==> src/rtl/rotary_quad_gen.sv <==
// Quadrature generator emulating a mechanical rotary encoder: each accepted step
// command becomes one detent (four Gray-code transitions) followed by an idle gap.
module rotary_quad_gen #(
    parameter int DIV_WIDTH = 16,
    parameter int POS_WIDTH = 8
) (
    input  logic                 clk,
    input  logic                 rst,
    input  logic                 step_valid,
    input  logic                 step_dir,
    output logic                 step_ready,
    input  logic [DIV_WIDTH-1:0] period,
    output logic                 clk_out,
    output logic                 dt_out,
    output logic                 busy,
    output logic                 done,
    output logic [POS_WIDTH-1:0] position
);

    // state | meaning
    // IDLE  | nothing in progress, outputs parked at 11
    // RUN   | stepping through the four transitions of a detent
    // GAP   | one phase period held at 11 before the next detent may start
    localparam logic [1:0] S_IDLE = 2'd0;
    localparam logic [1:0] S_RUN  = 2'd1;
    localparam logic [1:0] S_GAP  = 2'd2;

    logic [1:0]           state_q, state_d;
    logic [1:0]           phase_idx_q, phase_idx_d;
    logic [DIV_WIDTH-1:0] div_q, div_d;
    logic [DIV_WIDTH-1:0] period_l_q, period_l_d;
    logic                 dir_l_q, dir_l_d;
    logic                 hold_valid_q, hold_valid_d;
    logic                 hold_dir_q, hold_dir_d;
    logic [1:0]           quad_q, quad_d;
    logic                 done_q, done_d;
    logic                 busy_q, busy_d;
    logic [POS_WIDTH-1:0] pos_q, pos_d;

    logic [DIV_WIDTH-1:0] period_eff;
    logic                 accept;

    function automatic logic [1:0] quad_pat(input logic dir, input logic [1:0] idx);
        logic [1:0] pat;
        case (idx)
            2'd0:    pat = dir ? 2'b10 : 2'b01;
            2'd1:    pat = 2'b00;
            2'd2:    pat = dir ? 2'b01 : 2'b10;
            default: pat = 2'b11;
        endcase
        return pat;
    endfunction

    assign period_eff = (period == '0) ? DIV_WIDTH'(1) : period;
    assign step_ready = ~hold_valid_q;
    assign accept     = step_valid & ~hold_valid_q;

    always_comb begin
        state_d      = state_q;
        phase_idx_d  = phase_idx_q;
        div_d        = div_q;
        period_l_d   = period_l_q;
        dir_l_d      = dir_l_q;
        hold_valid_d = hold_valid_q;
        hold_dir_d   = hold_dir_q;
        quad_d       = quad_q;
        done_d       = 1'b0;
        pos_d        = pos_q;

        case (state_q)
            S_IDLE: begin
                if (accept) begin
                    state_d     = S_RUN;
                    dir_l_d     = step_dir;
                    period_l_d  = period_eff;
                    div_d       = period_eff - DIV_WIDTH'(1);
                    phase_idx_d = 2'd0;
                end
            end
            S_RUN: begin
                if (accept) begin
                    hold_valid_d = 1'b1;
                    hold_dir_d   = step_dir;
                end
                if (div_q == '0) begin
                    quad_d      = quad_pat(dir_l_q, phase_idx_q);
                    phase_idx_d = phase_idx_q + 2'd1;
                    div_d       = period_l_q - DIV_WIDTH'(1);
                    if (phase_idx_q == 2'd3) begin
                        state_d = S_GAP;
                        done_d  = 1'b1;
                        pos_d   = dir_l_q ? pos_q - POS_WIDTH'(1) : pos_q + POS_WIDTH'(1);
                    end
                end else begin
                    div_d = div_q - DIV_WIDTH'(1);
                end
            end
            S_GAP: begin
                if (div_q == '0) begin
                    // a held command takes priority; ready is low then, so no new accept
                    if (hold_valid_q || accept) begin
                        state_d      = S_RUN;
                        dir_l_d      = hold_valid_q ? hold_dir_q : step_dir;
                        period_l_d   = period_eff;
                        div_d        = period_eff - DIV_WIDTH'(1);
                        phase_idx_d  = 2'd0;
                        hold_valid_d = 1'b0;
                    end else begin
                        state_d = S_IDLE;
                    end
                end else begin
                    div_d = div_q - DIV_WIDTH'(1);
                    if (accept) begin
                        hold_valid_d = 1'b1;
                        hold_dir_d   = step_dir;
                    end
                end
            end
            default: begin
                state_d      = S_IDLE;
                quad_d       = 2'b11;
                hold_valid_d = 1'b0;
            end
        endcase

        busy_d = (state_d != S_IDLE);
    end

    always_ff @(posedge clk or posedge rst) begin
        if (rst) begin
            state_q      <= S_IDLE;
            phase_idx_q  <= 2'd0;
            div_q        <= '0;
            period_l_q   <= DIV_WIDTH'(1);
            dir_l_q      <= 1'b0;
            hold_valid_q <= 1'b0;
            hold_dir_q   <= 1'b0;
            quad_q       <= 2'b11;
            done_q       <= 1'b0;
            busy_q       <= 1'b0;
            pos_q        <= '0;
        end else begin
            state_q      <= state_d;
            phase_idx_q  <= phase_idx_d;
            div_q        <= div_d;
            period_l_q   <= period_l_d;
            dir_l_q      <= dir_l_d;
            hold_valid_q <= hold_valid_d;
            hold_dir_q   <= hold_dir_d;
            quad_q       <= quad_d;
            done_q       <= done_d;
            busy_q       <= busy_d;
            pos_q        <= pos_d;
        end
    end

    assign clk_out  = quad_q[1];
    assign dt_out   = quad_q[0];
    assign busy     = busy_q;
    assign done     = done_q;
    assign position = pos_q;

endmodule

==> config.mk <==
export PLATFORM = sky130hd
export DESIGN_NAME = rotary_quad_gen
export DESIGN_NICKNAME = d
export VERILOG_FILES = /design/src/rtl/rotary_quad_gen.sv
export SDC_FILE = /design/constraint.sdc
export NUM_CORES = 1
export LEC_CHECK = 0
export BUFFER_PORTS_ARGS = -buffer_cell sky130_fd_sc_hd__buf_2
export CAP_MARGIN = 20
export CORE_UTILIZATION = 35
export CTS_CLUSTER_SIZE = 12
export DETAILED_ROUTE_END_ITERATION = 7
export SYNTH_ARGS = -nofsm -noshare
export SYNTH_HDL_FRONTEND = slang
export SYNTH_SLANG_ARGS = --single-unit
==> constraint.sdc <==
create_clock -name clk -period 2.5 [get_ports clk]
set_clock_uncertainty 0.2 [all_clocks]
set_input_delay 0.25 -clock clk [delete_from_list [all_inputs] [get_ports clk]]
set_output_delay 0.25 -clock clk [all_outputs]
set_load 0.01 [all_outputs]
# Word-level counts from Yosys, hierarchy flattened
# Cells that the tools add are included.
[word_totals]
regBits = 51
input_bits = 20
out_inout_bits = 13
elab_cells = 91
[op_classes]
addsub = 6
eq_ne = 11
muxes = 42
bitwise = 4
reduce_logical = 17
[ops]
columns = ["cell", "n"]
rows = [
  ["$mux 16", 8],
  ["$pmux 16 s3", 1],
  ["$sub 16x1->16 const B", 3],
  ["$logic_not 16->1", 2],
  ["$pmux 16 s2", 1],
  ["$mux 2", 11],
  ["$pmux 2 s3", 3],
  ["$mux 1", 13],
  ["$ne 2x2->1 const B", 5],
  ["$add 8x1->8 const B", 1],
  ["$mux 8", 1],
  ["$sub 8x1->8 const B", 1],
  ["$eq 2x2->1 const B", 3],
  ["$reduce_and 2->1", 3],
  ["$reduce_and 3->1", 2],
  ["$reduce_bool 2->1", 3],
  ["$reduce_and 5->1", 1],
  ["$eq 2x1->1 const B", 2],
  ["$logic_not 2->1", 2],
  ["$pmux 1 s2", 2],
  ["$pmux 2 s2", 1],
  ["$reduce_and 4->1", 1],
  ["$ne 3x3->1 const B", 1],
  ["$not 1->1", 3],
  ["6 further kinds", 6],
]

# Logic depth before layout (Yosys ltp)
# Gate-level depths: netlist of the first run.
[logic_depth]
depth_word = 7
ltp_mapped = 11
ltp_nobuf = 10

# Least setup slack after synthesis of the first run
# No wires, ideal clock.
[synth_path]
path_type = "input-to-reg"
from = "in period[8]"
to = "reg div_q[14]"
setup_time_ns = 0.126
arrival_time_ns = 2.672
required_ns = 2.174
setup_slack_ns = -0.497
stages = 11
n_path_buf = 1
path_cell_list = "or4_4 > nor3b_2 > a31oi_1 > ha_1 > or3b_1 > clkbuf_1 > nor4_2 > and3_1 > o31ai_1 > a21oi_1 > a221o_1"
[synth_between]
elab_chain_cells = 6
elab_cells_between_ends = 7
classes_between = "add/sub (1); mux (5); reduce/logical (1)"
[synth_lines]
columns = ["item", "line", "source"]
rows = [
  ["from (decl)", "12", "input logic [DIV_WIDTH-1:0] period,"],
  ["$logic_not 16->1", "54", "assign period_eff = (period == '0) ? DIV_WIDTH'(1) : period;"],
  ["$mux 16 (*)", "54", ""],
  ["$sub 16x1->16 (*)", "76, 105", ""],
  ["$mux 16", "101", "if (hold_valid_q || accept) begin"],
  ["$mux 16", "99", "if (div_q == '0) begin"],
  ["$pmux 16 s3 (*)", "70", "case (state_q)"],
  ["to (signal assigned)", "145", "div_q <= div_d;"],
  ["to (decl)", "30", "logic [DIV_WIDTH-1:0] div_q, div_d;"],
]
# Mark *: on every way between the ends. The rest lies on a longest branch, timed or not. The select of a mux whose other input is x is not followed.
# A chain may end at the register's enable or synchronous reset.

# Worst setup path in the final report of the first run
[layout_path]
from = "in period[10]"
to = "reg div_q[14]"
# Same word-level chain as after synthesis.

==> impl_summary.md, run 1 <==
Timing
The number of hold violations in the final report is 0. The normalized max-slew margin is 0.575. The total negative slack for setup checks is -0.0319 ns. In the finished design, the share of the clock period the worst path needs comes to 1.01. Setup violations remaining at the end of the flow were counted as 1. Setup repair after global routing could not meet its margin everywhere. Based on the critical path, the design can be clocked at up to between 300 and 400 MHz. The setup slack after layout is -0.0319 ns. The number of max-slew violations in the final report was 0.

The measured slew at the worst slew-check pin is between 0.6 and 0.7 ns. The final critical-path required period is 2.53 ns.

Global routing
The initial antenna violation count is 0. For this run, the total global-route usage over all layers was measured as 0.182. The total overflow left after global routing is 0.

Entering global routing, the biggest net connects 28 pins. The via count of the first global-routing pass was between 3,000 and 4,000. The first-pass GRT wire length is 16,200 um.

Synthesis
For this run, the leading register cell type out of synthesis is dfrtp_1. The instance count of the mapped netlist is roughly 420. The xor/xnor share of the synthesized area is 0.0804. The synthesized netlist occupies a cell area of 3700 um2. Of the post-synthesis cell area, the dominant cell type holds 0.324. The post-synthesis mux area share is 0.0625.

The cell accounting for the most synthesized area is dfrtp_1. For this run, the register share of the synthesized area comes to 0.345. The mean post-synth cell area is a little under 9 um2. Of all flip-flops after synthesis, the portion carrying an async set or reset was 1.00. Synthesis inferred between 50 and 60 register bits. After synthesis, the largest family of logic cells by area is simple AND/OR/NAND/NOR gates. The area fraction in compound gates after synthesis came to 0.191.

During synthesis, Yosys emitted a total of 0 warnings. The unique cell type count in the Yosys netlist is just under 60. The number of nets handed over by synthesis was 460. Of the total synthesized cell area, the portion taken by full adders, half adders and majority gates is 0.0594. After synthesis, the cell types taking the most area are dfrtp_1 (32%), ha_1 (5.4%), mux2_2 (5.2%), xnor2_1 (5.0%), nand2_1 (4.0%).

The number of synthesized flops with an enable pin is 0. The post-synthesis simple-gate area fraction is 0.220.

Route
The iteration count of the initial detailed-routing pass is 4. The top metal layer carrying routed signals is met4. The total vias in the final route is 3,415.

In the detailed route, the total length drawn on met2 is between 4000 and 5000 um. The final wirelength is approximately 9500 um. The routed wirelength normalized by instance count is ~15 um. The post-route met1 wirelength is approximately 4500 um. The met3 wirelength from detailed routing is roughly 360 um. The number of violations reported at the end of detailed-routing iteration 0 is 130. The count of nets left with antenna violations once routing finished came out at 0. For this run, design rule violations remaining after detail routing come to 0. The number of vias per cell after detailed routing is about 5.3.

Layout
The library cells used most frequently in the layout, excluding fill and tap cells, are buf_4 (53), dfrtp_1 (48), nand2_1 (38), buf_2 (31), nor2_1 (25). Of the cells placed in the final design, the portion with a size suffix greater than 1 is 0.292. The layout has between 1,000 and 1,500 filler cells. Leaving out fill and tap cells, the most frequent cell in the layout is buf_4.

From synthesis to final layout, the design area changed by 26.8%. The number of diodes added for antenna fixing is 0. The layout net count is around 540.

Clocking
The clock drives 51 sinks. The cell sitting at the root of the clock tree is a clkbuf_8. The deepest clock path buffer count is 2.

The number of levels the H-tree was split into is 2. The later-pin clock latency in the skew report is 0.31 ns. Clock-pin slew was measured on the worst setup and hold paths at ~0.10 ns. TritonCTS built the clock tree. The number of buffers created by CTS is 5.

Placed design
Routability-driven placement finished with a final weighted congestion of 0.852. The quantity of I/O buffers inserted on ports is 32. The detailed-placement wirelength estimate is approximately 7500 um.

Outcome
The flow ran to the end, but the final reports show violations. The checks that failed: negative setup slack.

Critical path
STA puts the critical path data required time at roughly 2.5 ns. The critical path in this run is classified as in -> reg. The worst setup path is launched from an input port. At the worst endpoint, the arrival time is 2.54 ns. The element type at the critical path end is a register.

The maximum fanout along the worst path is 3.

Die
The initial cell density of the core is 0.360. The die is around 100 um wide. The die is about 100 um tall. The placeable core region is about 10,000 um2. The die covers around 11,000 um2. Row generation in the floorplan step produced 37 rows. The I/O pin count is 33.

Power and ir drop
The power density over the cells is approximately 1000 nW/um2. The power after layout is 4.72 mW. The worst vdd rail ir drop is 0.467 mV.

For this design the static power due to leakage is about 2.0 nW.

Flow run
Max-cap violations in this run came to 0.

Min path
The tightest min-delay check is of the in -> reg type.
==> kinds of logic after synthesis <==
| family | count (synthesis) |
|---|---|
| AND/OR/NAND/NOR | 154 |
| AO/OA/AOI/OAI | 107 |
| flip-flops | 51 |
| buffers and inverters | 39 |
| XOR/XNOR | 34 |
| multiplexers | 21 |
| adder cells (fa/ha/maj) | 17 |
==> cell type report <==
type	count	area [um2]	area share
Clock buffer	8	100	0.0213
Inverter	20	75.1	0.0160
Multi-Input combinational cell	333	2420	0.515
Sequential cell	51	1280	0.272
Tap cell	136	170	0.0362
Timing Repair Buffer	91	656	0.140
==> sequential cells by signal (all words and copies together), names as in the netlist <==
name          count
hold_dir_q        1
busy              1
dir_l_q           1
done              1
div_q            16
phase_idx_q       2
period_l_q       16
quad_q            2
state_q           2
hold_valid_q      1
position          8
==> per-stage QoR <==
stage	hold slack, ns	util	setup slack, ns	std cells	cell area, um2
final	0.0327	0.457	-0.0319	639	4700
after global routing	0.0329	0.457	-0.104	639	4700
after CTS	0.0143	0.446	-0.0216	638	4580
after detailed placement	0.169	0.433	-0.398	628	4450
after global placement	0.158	0.433	-0.327	628	4450
after floorplan	0.167	-	-0.350	423	3740
==> Yosys cell counts (all sizes together), types with 4 or more instances <==
master and n:
a211oi 6, a21o 5, a21oi 24, a2bb2oi 4, a31oi 5, and3 4, buf 4, clkbuf 15
dfrtp 48, ha 16, inv 20, mux2 17, mux2i 4, nand2 39, nand2b 6, nand3 10
nor2 27, nor3 27, nor3b 4, nor4 11, o21ai 23, o22ai 13, o31ai 10, or4 6
xnor2 21, xor2 13
==> layer usage <==
layer,vias up,global-route usage
met5,-,0
met4,0,0.0513
li1,1697,-
met3,6,0.0225
met1,1636,0.245
met2,76,0.306
==> path summary, 6_finish.rpt <==
check | startpoint | endpoint | slack, ns | depth (start not counted)
max in group asynchronous | rst | quad_q[1]$_DFFE_PP1P_ | 1.13 | 4
max reg2reg | period_l_q[1]$_DFFE_PP0P_ | div_q[12]$_DFFE_PP0P_ | 0.11 | 8
min in group asynchronous | rst | div_q[1]$_DFFE_PP0P_ | 0.34 | 3
min | step_valid | hold_valid_q$_DFFE_PP0P_ | 0.03 | 3
max | period[10] | div_q[14]$_DFFE_PP0P_ | -0.03 | 11
min reg2reg | position[7]$_DFFE_PP0P_ | position[7]$_DFFE_PP0P_ | 0.27 | 1
==> worst max-delay path, cell delays in order <==
cell	delay, ns
buf_6	0.09
or4_4	0.55
nor3b_4	0.23
a31oi_2	0.13
ha_2	0.22
or3b_4	0.25
nor4_4	0.05
and3_4	0.16
o31ai_4	0.24
a21oi_2	0.08
a221o_1	0.29
==> power by group <==
group	total, mW	switching (mW)	internal, mW
combinational	2.67	1.44	1.23
sequential	1.51	0.338	1.17
clock	0.543	0.290	0.254
total	4.72	2.06	2.65
==> timing repair <==
action / in CTS / in global routing
pin swaps: 1 / 8
setup buffers: 0 / 1
gates cloned: 0 / 0
endpoints found under the setup margin: 1 / 21
hold buffers: 2 / 0
gates resized for setup: 2 / 21
endpoints found under the hold margin: 26 / 0
(Power assumes the default switching activity.)
==> run 2: changes to the inputs <==
Settings changed: ABC_AREA from default to 0, CELL_PAD_IN_SITES_DETAIL_PLACEMENT from default to 0, CELL_PAD_IN_SITES_GLOBAL_PLACEMENT from default to 2, PLACE_DENSITY_LB_ADDON from default to 0.1, SLEW_MARGIN from default to 20.
==> impl_summary.md, run 2 (synthesis results as in run 1) <==
Outcome
The flow ran to the end, and the final reports show no timing, DRC or antenna violations.

Layout
Across the whole layout, storage elements account for about 1300 um2. The number of antenna diodes in the final layout is 0. The most common cell after layout, fill and taps aside is buf_4. Relative to the synthesized area, the layout overhead comes to 27.1%. The final instance area is around 4700 um2. The fraction of final layout cells sized beyond drive strength 1 is 0.293. The layout net count is around 550. The number of filler instances in the final layout is approximately 1,100. The area of the multi-input gates is 2380 um2. In the layout the commonest cells are buf_4 (64), dfrtp_1 (48), nand2_1 (39), buf_2 (30), nor2_1 (26).

Global routing
The initial antenna violation count is 0. The total global routing overflow is 0. The first global-routing pass estimated around 17,000 um of wire.

For this run, the total global-route usage over all layers was measured as 0.193. The pin count of the biggest net entering global routing is 52. The via count of the first global-routing pass was between 3,000 and 4,000.

Critical path
The slowest library cell on the worst path is or4_4. The worst setup path is launched from an input port. In this run the worst path has a maximum fanout of 3.

The worst register-to-register path has a depth of 8. The signal on the critical path passes through buf_6, or4_4, nor3b_4, a31oi_2, ha_2, or3b_4, nor4_4, and3_4, o31ai_4, a21oi_1, a221o_1. Data on the critical path arrives at its endpoint at around 2.5 ns. The capturing instance or port of the critical path is div_q[14]$_DFFE_PP0P_. The critical path in this run is classified as in -> reg. The beginning of the critical path is period[10]. The worst register-to-register path ends at div_q[12]$_DFFE_PP0P_.

For this run, the slowest stage of the critical path takes roughly 0.54 ns. The worst path required time is between 2 and 3 ns. STA classifies the critical path endpoint as a register. In this run the register-to-register setup slack is approximately 0.11 ns. The start of the worst register-to-register path is period_l_q[1]$_DFFE_PP0P_.

Clocking
Clock latency on the worst-skew pair, taken at its later pin, is a little over 0.3 ns. No sink is reached through more buffers than the 2 on the longest clock path. In this run the number of H-tree levels came out at 2.

The clock net in this run drives a total of 51 sinks. The clock tree from TritonCTS is done. Clock tree synthesis selected as its root buffer the cell clkbuf_8. Clock-pin slew was measured on the worst setup and hold paths at roughly 0.090 ns. The number of buffers created by CTS is 5.

Timing
The share of the cycle needed by the critical path after routing is 0.988. Setup repair after global routing could not meet its margin everywhere. The measured slew at the worst slew-check pin is 0.704 ns. Setup violations remaining at the end of the flow were counted as 0. The number of hold violations in the final report is 0. Headroom to the max-slew limit came out at 0.530. The fmax is 405 MHz.

The worst path in the final design needs a cycle of roughly 2.5 ns, including I/O delays and setup. The number of max-slew violations in the final report is 0. The worst-case hold slack is between 0.03 and 0.04 ns.

Die
The initial utilization of the core area, before any placement, comes to 0.360. The I/O pin count is 33. The total area inside the core boundary comes to 10,300 um2.

The die height is roughly 100 um. The die covers 11,000 um2. The row count is 37. Measured along the x axis, the die boundary spans ~100 um.

Route
The iteration count of the initial detailed-routing pass is 4. The count of nets left with antenna violations once routing finished came out at 0. The number of violations reported at the end of detailed-routing iteration 0 is 163. After detailed routing, the number of vias per cell comes to 5.21.

After detailed routing, the number of remaining DRC violations is 0. The routed wirelength normalized by instance count is ~16 um. The final wirelength is 10,100 um. The total vias in the final route is approximately 3,400.

Placed design
The placed instances occupy a cell area of approximately 4500 um2. Once detailed placement completed, the half-perimeter wirelength came to slightly below 8000 um. The weighted congestion reported at the end of routability-driven placement is 0.823. In this run the tool buffered the top-level ports with 32 buffer cells.

Power and ir drop
The worst vdd rail ir drop is between 0.4 and 0.5 mV. The analysis attributes to cell leakage a power of roughly 2 nW. For this design the ratio of total power to cell area is just over 1000 nW/um2.

Min path
The path class of the tightest hold or removal check is in -> reg.

Flow run
The max-capacitance violation count is 0.
==> run 2: layout make-up <==
type	count	area share
Clock buffer	7	0.0183
Clock inverter	1	0.00106
Inverter	20	0.0159
Multi-Input combinational cell	333	0.505
Sequential cell	51	0.272
Tap cell	136	0.0361
Timing Repair Buffer	100	0.151
==> run 2: report_power, final <==
| group | switching [mW] | total, mW | internal [mW] |
|---|---|---|---|
| clock network | 0.291 | 0.515 | 0.225 |
| registers | 0.347 | 1.52 | 1.17 |
| logic | 1.44 | 2.75 | 1.32 |
| total | 2.07 | 4.78 | 2.71 |
==> run 2: worst min path at each step <==
stage | from | endpoint | slack, ns | depth (start not counted)
2_1_floorplan | period[1] | period_l_q[1]$_DFFE_PP0P_ | 0.17 | 2
3_3_place_gp | position[7]$_DFFE_PP0P_ | position[7]$_DFFE_PP0P_ | 0.25 | 1
3_5_place_dp | position[7]$_DFFE_PP0P_ | position[7]$_DFFE_PP0P_ | 0.25 | 1
4_1_cts | step_valid | hold_valid_q$_DFFE_PP0P_ | 0.03 | 3
5_1_grt | step_valid | hold_valid_q$_DFFE_PP0P_ | 0.06 | 3
6_report | step_valid | hold_valid_q$_DFFE_PP0P_ | 0.03 | 3
==> run 2: metal layers <==
| layer | wire [um] | GRT usage |
|---|---|---|
| met4 | 169 | 0.0533 |
| met1 | 4950 | 0.268 |
| met3 | 286 | 0.0268 |
| met2 | 4730 | 0.311 |
| met5 | 0 | 0 |
==> run 2: critical path: cells and delay by family <==
kind	cells	cell delay, ns
and+or+nand+nor	5	1.23
buffers and inverters	1	0.09
adders and majority gates	1	0.20
AOI/OAI and AO/OA	4	0.71
==> run 2: repair_timing <==
action	4_1_cts	5_1_grt
hold endpoints to repair	49	0
hold buffers	2	0
cloned	0	0
setup endpoints to repair	2	6
setup buffers	0	1
pin swaps	2	2
resized for setup	4	10
==> run 2: stage by stage <==
stage               total power [mW]  cells  TNS [ns]  worst slack, ns   util
floorplan                       3.22    423    -0.550           -0.350      -
global placement                4.20    637     -1.02           -0.309  0.439
detailed placement              4.22    637     -1.28           -0.403  0.439
CTS                             4.75    647         0         0.000164  0.452
global route                    5.17    648    -0.147          -0.0750  0.458
finish                          4.78    648         0           0.0308  0.458
==> run 3: changes to the inputs <==
Settings changed: CTS_BUF_LIST from default to sky130_fd_sc_hd__clkbuf_4.
Clock period 2.5 ns to 2.1 ns, I/O delays scaled along.
==> impl_summary.md, run 3 (synthesis results as in run 1) <==
Route
The detail route stage leaves a number of antenna-violating nets equal to 0. The DRC violation count after routing is 0. The number of vias per cell after detailed routing is slightly above 5. In this run, the number of DRC markers left after iteration 0 of detailed routing was around 110. The total vias in the final route is around 3,800.

The iteration count of the initial detailed-routing pass is 4. The final wirelength is ~12,000 um. After detailed routing, the average wire length per cell comes to approximately 16 um.

Placed design
The weighted congestion reported at the end of routability-driven placement is between 0.8 and 0.9. The quantity of I/O buffers inserted on ports is 32. The detailed-placement wirelength estimate is ~8500 um.

Once placement finished, the instance area stood at 5060 um2. The cell count after placement is ~700. Prior to clock tree synthesis, the placed netlist has a worst setup slack of -0.853 ns.

Clocking
TritonCTS built the clock tree. The count of clock tree sinks is just over 50. The deepest clock path buffer count is 2. The number of levels the H-tree was split into is 2.

The clock tree root driver cell is clkbuf_4. The clock reaches the later pin of the worst-skew pair after 0.38 ns. TritonCTS created 5 clock buffers. The clock input transition at the sequential cells of the worst setup and hold paths is approximately 0.17 ns.

Outcome
The run finished, with violations left. The checks that failed: negative setup slack.

Timing
The setup slack after layout is -0.320 ns. The measured slew at the worst slew-check pin is roughly 0.43 ns. The routed design could run at a clock period as short as ~2.4 ns. The number of hold violations in the final report is 0. The normalized max-slew margin is 0.714. Setup violations remaining at the end of the flow were counted as 44. The share of the cycle needed by the critical path after routing is 1.15. Setup repair after global routing could not meet its margin everywhere. Static timing analysis puts the maximum clock frequency at between 400 and 500 MHz.

The number of max-slew violations in the final report came to 0.

Die
The core region is just over 10,000 um2. Measured along the y axis, the die boundary spans 105 um. The I/O pin count is 33. The initial cell density of the core is 0.360. The row count is 37. The horizontal die dimension is roughly 100 um.

The die covers 11,000 um2.

Global routing
Across every metal layer, demand over resource in global routing totals 0.216. Global routing finished with a remaining overflow of 0. The first global-routing pass estimated 19,000 um of wire. The initial antenna violation count came to 0. The via count of the first global-routing pass was roughly 3,900. The pin count of the biggest net entering global routing is 35.

Power and ir drop
The cell leakage power is around 2.6 nW. The worst-case IR drop observed on VDD is 0.500 mV. Dividing total power by cell area gives a power density of around 1200 nW/um2.

Critical path
The critical path startpoint category is an input port. At the worst endpoint, the arrival time is ~2.5 ns. The type of the worst setup path is in -> reg.

The maximum fanout along the worst path is 3. The element type at the critical path end is a register. The worst path required time is roughly 2.2 ns.

Flow run
The tool flagged a number of max-cap violations equal to 0.

Min path
The path class of the tightest hold or removal check is in -> reg.

Layout
After the flow finishes, the layout carries non-filler instances totaling approximately 740. The final core area utilization is 0.585. After the last flow step, the layout net total stands at around 640.

The most common cell after layout, fill and taps aside is buf_4. With fillers left out, the area of the finished cells amounts to roughly 6000 um2. The area taken by flip-flops and latches is 1280 um2. The post-synthesis to final-layout area growth is 62.3%. The number of antenna diodes in the final layout is 0. The area of the multi-input gates is roughly 2800 um2. The number of filler instances in the final layout is 947. The fraction of final layout cells sized beyond drive strength 1 is 0.477. The top cell types in the final layout, fill and taps aside, are buf_4 (119), dfrtp_1 (47), buf_2 (30), nand2_1 (29), nor2_1 (24).
[run 3: changes by cell type in the layout (fill, tap and decap cells not counted), sizes merged]
cell and change:
clkinv +1, bufinv +1, dlygate4sd3 +14, clkbuf -1, buf +75
[run 3: repair_timing]
item	in CTS	in global routing
pin swaps	24	21
endpoints found under the setup margin	46	50
setup buffers	6	11
hold endpoints to repair	54	1
gates resized for setup	59	75
cloned	1	1
hold buffers	15	1
[run 3: area by class of cell]
type	count	share of cell area
clock inverter	3	0.00645
sequential	51	0.213
clock buffer	5	0.00624
timing repair buffer	190	0.264
inverter	20	0.0125
tap	136	0.0283
multi-input combinational	333	0.469
[run 3: report_power, final]
group	internal (mW)	switching [mW]	leakage [nW]
clock network	0.246	0.338	0.0426
logic	2.66	2.39	1.97
registers	1.39	0.316	0.633
[run 3: critical path: stages]
cell       delay (ns)
buf_6            0.09
or4_4            0.55
nor3b_4          0.28
a31oi_2          0.14
ha_2             0.20
or3b_4           0.25
buf_4            0.11
buf_6            0.10
buf_12           0.10
nor3_1           0.05
xnor2_1          0.17
a2bb2oi_1        0.18
o21ai_1          0.07
[run 3: per-stage QoR]
stage | hold WS [ns] | power, mW | TNS (ns)
after floorplan | 0.127 | 3.96 | -3.82
after global placement | 0.0353 | 5.83 | -8.54
after detailed placement | 0.0381 | 5.89 | -10.03
after CTS | 0.00278 | 6.82 | -5.04
after global routing | 0.0410 | 7.89 | -9.83
final | 0.0571 | 7.34 | -5.63
[run 3: layer usage]
metal  routed length (um)  share of wire  up-vias  track usage
li1                     -              -     1912            -
met1                 5440           0.46     1848        0.280
met2                 5930           0.50       49        0.386
met3                  262          0.022       11       0.0250
met4                  107         0.0091        0       0.0433
met5                    0              0        -            0
[run 3: path summary, 6_finish.rpt]
| path | cells after the start | to | startpoint | slack [ns] |
|---|---|---|---|---|
| max | 13 | div_q[6]$_DFFE_PP0P_ | period[10] | -0.32 |
| min | 3 | period_l_q[12]$_DFFE_PP0P_ | period[12] | 0.06 |
| max reg2reg | 11 | div_q[14]$_DFFE_PP0P_ | div_q[2]$_DFFE_PP0P_ | -0.21 |
| min reg2reg | 1 | position[7]$_DFFE_PP0P_ | position[7]$_DFFE_PP0P_ | 0.28 |
| max in group asynchronous | 4 | quad_q[0]$_DFFE_PP1P_ | rst | 0.93 |
| min in group asynchronous | 3 | period_l_q[12]$_DFFE_PP0P_ | rst | 0.14 |
